$ cat src/rtl/mem_stage_sb.sv
// MEM pipeline stage with sub-word load/store formatting, misalignment detection
// and a posted store buffer that drains ahead of loads over a req/ack memory port.
module mem_stage_sb #(
    parameter int unsigned ADDR_W     = 32,
    parameter int unsigned SB_DEPTH   = 4,
    parameter int unsigned REG_ADDR_W = 5
) (
    input  logic                  clk,
    input  logic                  rst,
    input  logic [REG_ADDR_W-1:0] wd_i,
    input  logic                  wreg_i,
    input  logic [31:0]           wdata_i,
    input  logic [3:0]            op_i,
    input  logic [ADDR_W-1:0]     mem_addr_i,
    input  logic [31:0]           reg2_i,
    input  logic                  mem_ack_i,
    input  logic [31:0]           mem_data_i,
    output logic [REG_ADDR_W-1:0] wd_o,
    output logic                  wreg_o,
    output logic [31:0]           wdata_o,
    output logic                  misalign_o,
    output logic                  stallreq,
    output logic                  mem_req_o,
    output logic                  mem_we_o,
    output logic [ADDR_W-1:0]     mem_addr_o,
    output logic [3:0]            mem_sel_o,
    output logic [31:0]           mem_data_o
);

    localparam int unsigned PtrW = $clog2(SB_DEPTH);
    localparam int unsigned CntW = PtrW + 1;
    localparam logic [CntW-1:0] CntFull = CntW'(SB_DEPTH);

    localparam logic [3:0] OpLb  = 4'd1;
    localparam logic [3:0] OpLbu = 4'd2;
    localparam logic [3:0] OpLh  = 4'd3;
    localparam logic [3:0] OpLhu = 4'd4;
    localparam logic [3:0] OpLw  = 4'd5;
    localparam logic [3:0] OpSb  = 4'd6;
    localparam logic [3:0] OpSh  = 4'd7;
    localparam logic [3:0] OpSw  = 4'd8;

    typedef enum logic [1:0] {StIdle, StDrain, StLoad, StDone} state_e;

    state_e state_q, state_d;

    logic [1:0]  off;
    logic        is_load, is_store, misalign, load_ok, store_ok;
    logic [3:0]  st_sel;
    logic [31:0] st_data;
    logic [7:0]  ld_byte;
    logic [15:0] ld_half;
    logic [31:0] ld_ext;

    // Store buffer storage and bookkeeping
    logic [ADDR_W-3:0] sb_waddr_q [SB_DEPTH];
    logic [3:0]        sb_sel_q   [SB_DEPTH];
    logic [31:0]       sb_data_q  [SB_DEPTH];
    logic [PtrW-1:0]   wr_ptr_q, rd_ptr_q;
    logic [CntW-1:0]   cnt_q, cnt_d;
    logic              sb_full, sb_empty, push, pop;

    // Registered memory-side outputs and captured load word
    logic              req_q, req_d;
    logic              we_q, we_d;
    logic [ADDR_W-1:0] addr_q, addr_d;
    logic [3:0]        sel_q, sel_d;
    logic [31:0]       data_q, data_d;
    logic [31:0]       ld_data_q, ld_data_d;

    assign off = mem_addr_i[1:0];

    // Decode the memory op and flag misaligned halfword/word accesses
    always_comb begin
        is_load  = 1'b0;
        is_store = 1'b0;
        misalign = 1'b0;
        case (op_i)
            OpLb, OpLbu: is_load = 1'b1;
            OpLh, OpLhu: begin is_load = 1'b1;  misalign = off[0]; end
            OpLw:        begin is_load = 1'b1;  misalign = |off;   end
            OpSb:        is_store = 1'b1;
            OpSh:        begin is_store = 1'b1; misalign = off[0]; end
            OpSw:        begin is_store = 1'b1; misalign = |off;   end
            default:     ;
        endcase
    end

    assign load_ok  = is_load & ~misalign;
    assign store_ok = is_store & ~misalign;

    // Format store lanes: narrow data is replicated across the word
    always_comb begin
        st_sel  = 4'b1111;
        st_data = reg2_i;
        case (op_i)
            OpSb: begin
                st_sel  = 4'b0001 << off;
                st_data = {4{reg2_i[7:0]}};
            end
            OpSh: begin
                st_sel  = off[1] ? 4'b1100 : 4'b0011;
                st_data = {2{reg2_i[15:0]}};
            end
            default: ;
        endcase
    end

    assign sb_full  = (cnt_q == CntFull);
    assign sb_empty = (cnt_q == '0);
    assign push     = store_ok & ~sb_full & ~rst;
    assign pop      = (state_q == StDrain) & mem_ack_i;

    // Occupancy: simultaneous push and pop leaves the count unchanged
    always_comb begin
        cnt_d = cnt_q;
        if (push && !pop) begin
            cnt_d = cnt_q + CntW'(1);
        end else if (!push && pop) begin
            cnt_d = cnt_q - CntW'(1);
        end
    end

    // Next-state: drain has priority over loads
    always_comb begin
        state_d = state_q;
        unique case (state_q)
            StIdle: begin
                if (!sb_empty) begin
                    state_d = StDrain;
                end else if (load_ok) begin
                    state_d = StLoad;
                end
            end
            StDrain: if (mem_ack_i) state_d = StIdle;
            StLoad:  if (mem_ack_i) state_d = StDone;
            StDone:  state_d = StIdle;
            default: state_d = StIdle;
        endcase
    end

    // Next values of the registered memory interface; held until ack
    always_comb begin
        req_d     = req_q;
        we_d      = we_q;
        addr_d    = addr_q;
        sel_d     = sel_q;
        data_d    = data_q;
        ld_data_d = ld_data_q;
        unique case (state_q)
            StIdle: begin
                if (!sb_empty) begin
                    req_d  = 1'b1;
                    we_d   = 1'b1;
                    addr_d = {sb_waddr_q[rd_ptr_q], 2'b00};
                    sel_d  = sb_sel_q[rd_ptr_q];
                    data_d = sb_data_q[rd_ptr_q];
                end else if (load_ok) begin
                    req_d  = 1'b1;
                    we_d   = 1'b0;
                    addr_d = {mem_addr_i[ADDR_W-1:2], 2'b00};
                    sel_d  = 4'b1111;
                    data_d = '0;
                end
            end
            StDrain, StLoad: begin
                if (mem_ack_i) begin
                    req_d  = 1'b0;
                    we_d   = 1'b0;
                    addr_d = '0;
                    sel_d  = '0;
                    data_d = '0;
                    if (state_q == StLoad) begin
                        ld_data_d = mem_data_i;
                    end
                end
            end
            default: ;
        endcase
    end

    // State, occupancy and memory-interface registers
    always_ff @(posedge clk) begin
        if (rst) begin
            state_q   <= StIdle;
            cnt_q     <= '0;
            wr_ptr_q  <= '0;
            rd_ptr_q  <= '0;
            req_q     <= 1'b0;
            we_q      <= 1'b0;
            addr_q    <= '0;
            sel_q     <= '0;
            data_q    <= '0;
            ld_data_q <= '0;
        end else begin
            state_q   <= state_d;
            cnt_q     <= cnt_d;
            if (push) wr_ptr_q <= wr_ptr_q + PtrW'(1);
            if (pop)  rd_ptr_q <= rd_ptr_q + PtrW'(1);
            req_q     <= req_d;
            we_q      <= we_d;
            addr_q    <= addr_d;
            sel_q     <= sel_d;
            data_q    <= data_d;
            ld_data_q <= ld_data_d;
        end
    end

    // Store buffer payload; contents are meaningless once the count is cleared
    always_ff @(posedge clk) begin
        if (push) begin
            sb_waddr_q[wr_ptr_q] <= mem_addr_i[ADDR_W-1:2];
            sb_sel_q[wr_ptr_q]   <= st_sel;
            sb_data_q[wr_ptr_q]  <= st_data;
        end
    end

    // Extract and extend the captured load word by op and byte offset
    always_comb begin
        case (off)
            2'd0:    ld_byte = ld_data_q[7:0];
            2'd1:    ld_byte = ld_data_q[15:8];
            2'd2:    ld_byte = ld_data_q[23:16];
            default: ld_byte = ld_data_q[31:24];
        endcase
        ld_half = off[1] ? ld_data_q[31:16] : ld_data_q[15:0];
        case (op_i)
            OpLb:    ld_ext = {{24{ld_byte[7]}}, ld_byte};
            OpLbu:   ld_ext = {24'd0, ld_byte};
            OpLh:    ld_ext = {{16{ld_half[15]}}, ld_half};
            OpLhu:   ld_ext = {16'd0, ld_half};
            default: ld_ext = ld_data_q;
        endcase
    end

    // Writeback passthrough with load-result and misalignment overrides
    always_comb begin
        wd_o       = rst ? '0 : wd_i;
        wreg_o     = ~rst & wreg_i & ~misalign;
        misalign_o = ~rst & misalign;
        stallreq   = ~rst & ((store_ok & sb_full) | (load_ok & (state_q != StDone)));
        if (rst) begin
            wdata_o = '0;
        end else if (load_ok && state_q == StDone) begin
            wdata_o = ld_ext;
        end else begin
            wdata_o = wdata_i;
        end
    end

    assign mem_req_o  = req_q;
    assign mem_we_o   = we_q;
    assign mem_addr_o = addr_q;
    assign mem_sel_o  = sel_q;
    assign mem_data_o = data_q;

endmodule

$ cat config.mk
export PLATFORM = sky130hd
export DESIGN_NAME = mem_stage_sb
export DESIGN_NICKNAME = d
export VERILOG_FILES = /design/src/rtl/mem_stage_sb.sv
export SDC_FILE = /design/constraint.sdc
export NUM_CORES = 1
export LEC_CHECK = 0
export BUFFER_PORTS_ARGS = -buffer_cell sky130_fd_sc_hd__clkbuf_2
export CORE_ASPECT_RATIO = 0.5
export CORE_MARGIN = 5
export CORE_UTILIZATION = 45
export CTS_CLUSTER_DIAMETER = 150
export DETAILED_ROUTE_END_ITERATION = 8
export HOLD_SLACK_MARGIN = 0.06
export PLACE_DENSITY = 0.67
export SYNTH_ARGS = -nofsm -noshare
export SYNTH_HDL_FRONTEND = slang
export SYNTH_SLANG_ARGS = --single-unit
$ cat constraint.sdc
create_clock -name clk -period 3.26 [get_ports clk]
set_input_delay 0.326 -clock clk [delete_from_list [all_inputs] [get_ports clk]]
set_output_delay 0.326 -clock clk [all_outputs]
set_load 0.1 [all_outputs]
==> summary.md <==
| Metric | Value |
|---|---|
| Via count | `11259` |
| # Max-Cap Violations | `0` |
| Tot Pwr | `between 10 and 15 mW` |
| Top-area cell type share of the netlist area | `49.4%` |
| Initial Utilization | `between 40 and 50%` |
| Largest net degree at the start of global routing | `71` |
| Dominant cell by count in the synthesized netlist | `edfxtp_1` |
| Hold Path Sink | `ld_data_q[9]` |
| Gpl congestion | `approximately 0.88` |
| Simple-gate area share of the yosys netlist | `about 7.6%` |
| Min Tclk post-route | `slightly above 3 ns` |
| Final nets | `between 1500 and 2000` |
| Wire length per cell | `~22 um` |
| Reg power frac | `between 30% and 40%` |
| Top cells by area, synth | `edfxtp_1 49%, dfxtp_1 14%, mux4_2 9.8%` |
| R2R setup slack | `~0.9 ns` |
| Port buffer count | `roughly 250` |
| Setup violators final | `0` |
| Least-Margin Pin Slew | `1.12 ns` |
| Clk pwr share | `29.3%` |
| PD cells | `a little over 700 mW/mm^2` |
| Mapped Cells | `approximately 1200` |
| Gate power share | `a little under a third` |
| Row Count | `48` |
| Cell Count, Final, Fillers Out | `1975` |
| Worst path cell trace | `clkbuf_2, a22o_1, a2111oi_4, nand3_1, o32ai_1, buf_12` |
| Mux contribution to synthesized area | `11.3%` |
| Main synth FF type | `edfxtp_1` |
| Vias/cell | `5.70` |
| P_sw | `~5.4 mW` |
| Slowest CP cell | `a2111oi_4` |
| GRT Residual Overflow | `0` |
| Fin. Hold Viols | `0` |
| Num CTS Buffers | `35` |
| CP peak stage delay | `0.58 ns` |
| CTS Sinks | `between 300 and 400` |
| Dpl cell area | `0.0185 mm^2` |
| Placed cells | `approximately 1800` |
| Gr usage total | `approximately a fifth` |
| Grt met3 use | `under 10%` |
| Die X | `about 280 um` |
| Worst VDD drop | `462 uV` |
| Buf+Inv Stages, Crit Path | `2` |
| Hold-critical path depth | `3` |
| Slew headroom | `between 20% and 30%` |
| Crit path DAT | `roughly 2.7 ns` |
| Synthesized area | `roughly 0.016 mm^2` |
| CTS H-Tree Depth | `2` |
| Busiest grt layer | `met2` |
| Type of origin of the critical path | `primary input` |
| Largest family of logic cells by synthesized area | `compound AO/OA/AOI/OAI gates` |
| Clock Tree Root | `clkbuf_16` |
| Worst r2r path cells | `9` |
| First-pass GRT wire length | `between 60000 and 70000 um` |
| Hold Startpoint | `mem_data_i[9]` |
| Cell area after layout | `about 0.02 mm^2` |
| Drt total wl | `roughly 43000 um` |
| Initial antenna violation count | `1` |
| Post-route ant nets | `0` |
| Worst-path clk slew | `approximately 0.06 ns` |
| Core ar. | `0.0348 mm^2` |
| Worst R2R End | `cnt_q[2]` |
| Avg Synthesized Cell Area | `around 14 um^2` |
| Final Skew | `approximately 0.016 ns` |
| WS Path Type | `primary input to output pin` |
| Synth Area in Compound Gates | `roughly 12%` |
| Asr flop ratio synth | `0%` |
| CTS max path bufs | `3` |
| Top delay family on crit path | `compound AO/OA/AOI/OAI gates` |
| Fraction of layout cells with a size suffix above 1 | `30.0%` |
| GR Util met1 | `26.9%` |
| Final Slew Violations | `0` |
| # IOs | `~250` |
| Post-synth EDFFs | `between 200 and 300` |
| DRT iter0 DRCs | `~1100` |
| Hold WS | `~0.08 ns` |
| Outcome | `finished, final reports clean` |
| Sequential area share after synthesis | `between 60% and 70%` |
| Highest clock rate | `between 300 and 400 MHz` |
| Drt pass-1 iters | `6` |
| Period utilization | `a little over 90%` |
| GRT met2 Usage | `between 30% and 40%` |
| Clock Latency Late Sink | `~0.53 ns` |
| R2R Path Start | `cnt_q[0]` |
| Cell taking the most area after synthesis | `edfxtp_1` |
| Synth Area in Adders | `less than 1%` |
| Post-detail-place hpwl | `28000 um` |
| Synth Area in XOR/XNOR | `less than 1%` |
| RSZ-0062 raised after global routing | `false` |
| Worst setup EP type | `output pin` |
| Pint | `8.94 mW` |
| Number of global-route vias before repair | `11279` |
| Worst endpoint required time | `~2.9 ns` |
| Die area | `0.0398 mm^2` |
| P&R area growth vs syn | `26.4%` |
| Worst Hold Class | `primary input to flip-flop` |
| Switching Fraction | `a little under two fifths` |
| YS warnings | `0` |
| Synth cell types | `53` |
| Leakage | `just over 7 nW` |
| Yosys reg bits | `about 380` |
| Die Ht | `roughly 140 um` |
| CTS tree | `done` |
| Max FO, Critical Path | `21` |
| Remaining DRCs | `0` |
| Synth top cells by count | `264 x edfxtp_1, 147 x nand2_1, 111 x dfxtp_1` |
[worst max path at each step]
stage | startpoint | endpoint | slack, ns | cells after the start
final | op_i[2] | wdata_o[9] | 0.21 | 6
after global routing | op_i[2] | wdata_o[13] | 0.03 | 6
after CTS | op_i[2] | wdata_o[9] | 0.23 | 6
after detailed placement | op_i[2] | wdata_o[9] | 0.22 | 6
after global placement | op_i[2] | wdata_o[13] | 0.37 | 6
after floorplan | mem_addr_i[0] | wdata_o[6] | -0.84 | 6
[power by group through the flow]
| stage | Sequential [mW] | Clock (mW) | Combinational (mW) |
|---|---|---|---|
| floorplan | 7.23 | 0 | 1.91 |
| CTS | 5.67 | 4.28 | 4.46 |
| global route | 5.71 | 4.51 | 4.68 |
| global placement | 5.76 | 0 | 4.31 |
| detailed placement | 5.78 | 0 | 4.39 |
| finish | 5.67 | 4.19 | 4.45 |
[layout make-up]
type	count	area, um^2
Tap cell	475	594
Multi-Input combinational cell	634	5320
Timing Repair Buffer	352	2750
Inverter	74	278
Fill cell	2763	14600
Clock inverter	17	201
Antenna cell	1	2.50
Sequential cell	375	10200
Clock buffer	47	972
[logic make-up after synthesis]
family | after synthesis
buf+inv | 168
xor+xnor | 6
mux | 93
other cells | 1
flops | 375
fa+ha+maj | 11
compound gates | 261
simple gates | 261
[layer usage]
metal	share of wire (%)	wire length [um]	vias up
li1	-	-	5108
met1	40	17100	5647
met2	50	21500	417
met3	6.7	2870	85
met4	2.8	1180	2
met5	0.031	13	-
[timing repair]
action,in CTS,in global routing
setup buffers,0,0
endpoints found under the hold margin,159,0
gates resized for setup,0,0
hold buffers,63,0
[registers in the layout (all words and copies together), names as in the netlist, named ones only]
name	flops
cnt_q	3
ld_data_q	32
mem_addr_o	30
mem_data_o	32
mem_req_o	1
mem_sel_o	4
mem_we_o	1
rd_ptr_q	2
sb_data_q	128
sb_sel_q	16
sb_waddr_q	120
state_q	2
wr_ptr_q	2
[cells in the final DEF, fill, tap and decap left out, types with 4 or more instances in the layout]
master / synthesis / layout
edfxtp_1: 264 / 264
clkbuf_2: 0 / 215
nand2_1: 147 / 147
dfxtp_1: 111 / 109
inv_1: 73 / 73
mux4_2: 70 / 70
dlygate4sd3_1: 0 / 63
o32ai_1: 59 / 49
a21oi_1: 47 / 47
nor2b_1: 45 / 45
a31oi_1: 40 / 40
buf_12: 0 / 39
clkbuf_16: 0 / 36
buf_4: 7 / 35
o2bb2ai_1: 32 / 32
o21ai_0: 24 / 24
nor2_1: 21 / 20
o2111ai_1: 16 / 16
mux2i_1: 14 / 14
a32oi_1: 10 / 10
o32ai_2: 0 / 10
ha_1: 10 / 10
nand3_1: 9 / 9
mux2_2: 9 / 9
or3_1: 8 / 8
clkbuf_1: 53 / 8
nand2b_1: 7 / 7
o221ai_1: 7 / 7
a311oi_2: 0 / 6
xor2_1: 5 / 5
clkinv_1: 0 / 5
a21o_1: 4 / 4
and2_4: 0 / 4
bufinv_16: 0 / 4
clkinv_2: 0 / 4
[through the flow]
step | utilization (%) | setup WS (ns) | TNS [ns]
finish | 58.2 | 0.213 | 0
global route | 58.2 | 0.0268 | 0
detailed placement | 53.0 | 0.221 | 0
CTS | 58.2 | 0.231 | 0
floorplan | - | -0.838 | -13.95
global placement | 53.0 | 0.368 | 0
[worst register-to-register path, cell delays in order, from the launching register on]
cell	delay (ns)
dfxtp_1	0.44
nor2_1	0.10
and2_1	0.20
nor3_1	0.29
ha_1	0.24
inv_1	0.06
fa_1	0.37
xor2_1	0.16
or3_1	0.31
a21oi_1	0.13
Power figures use the tool's default switching activity.
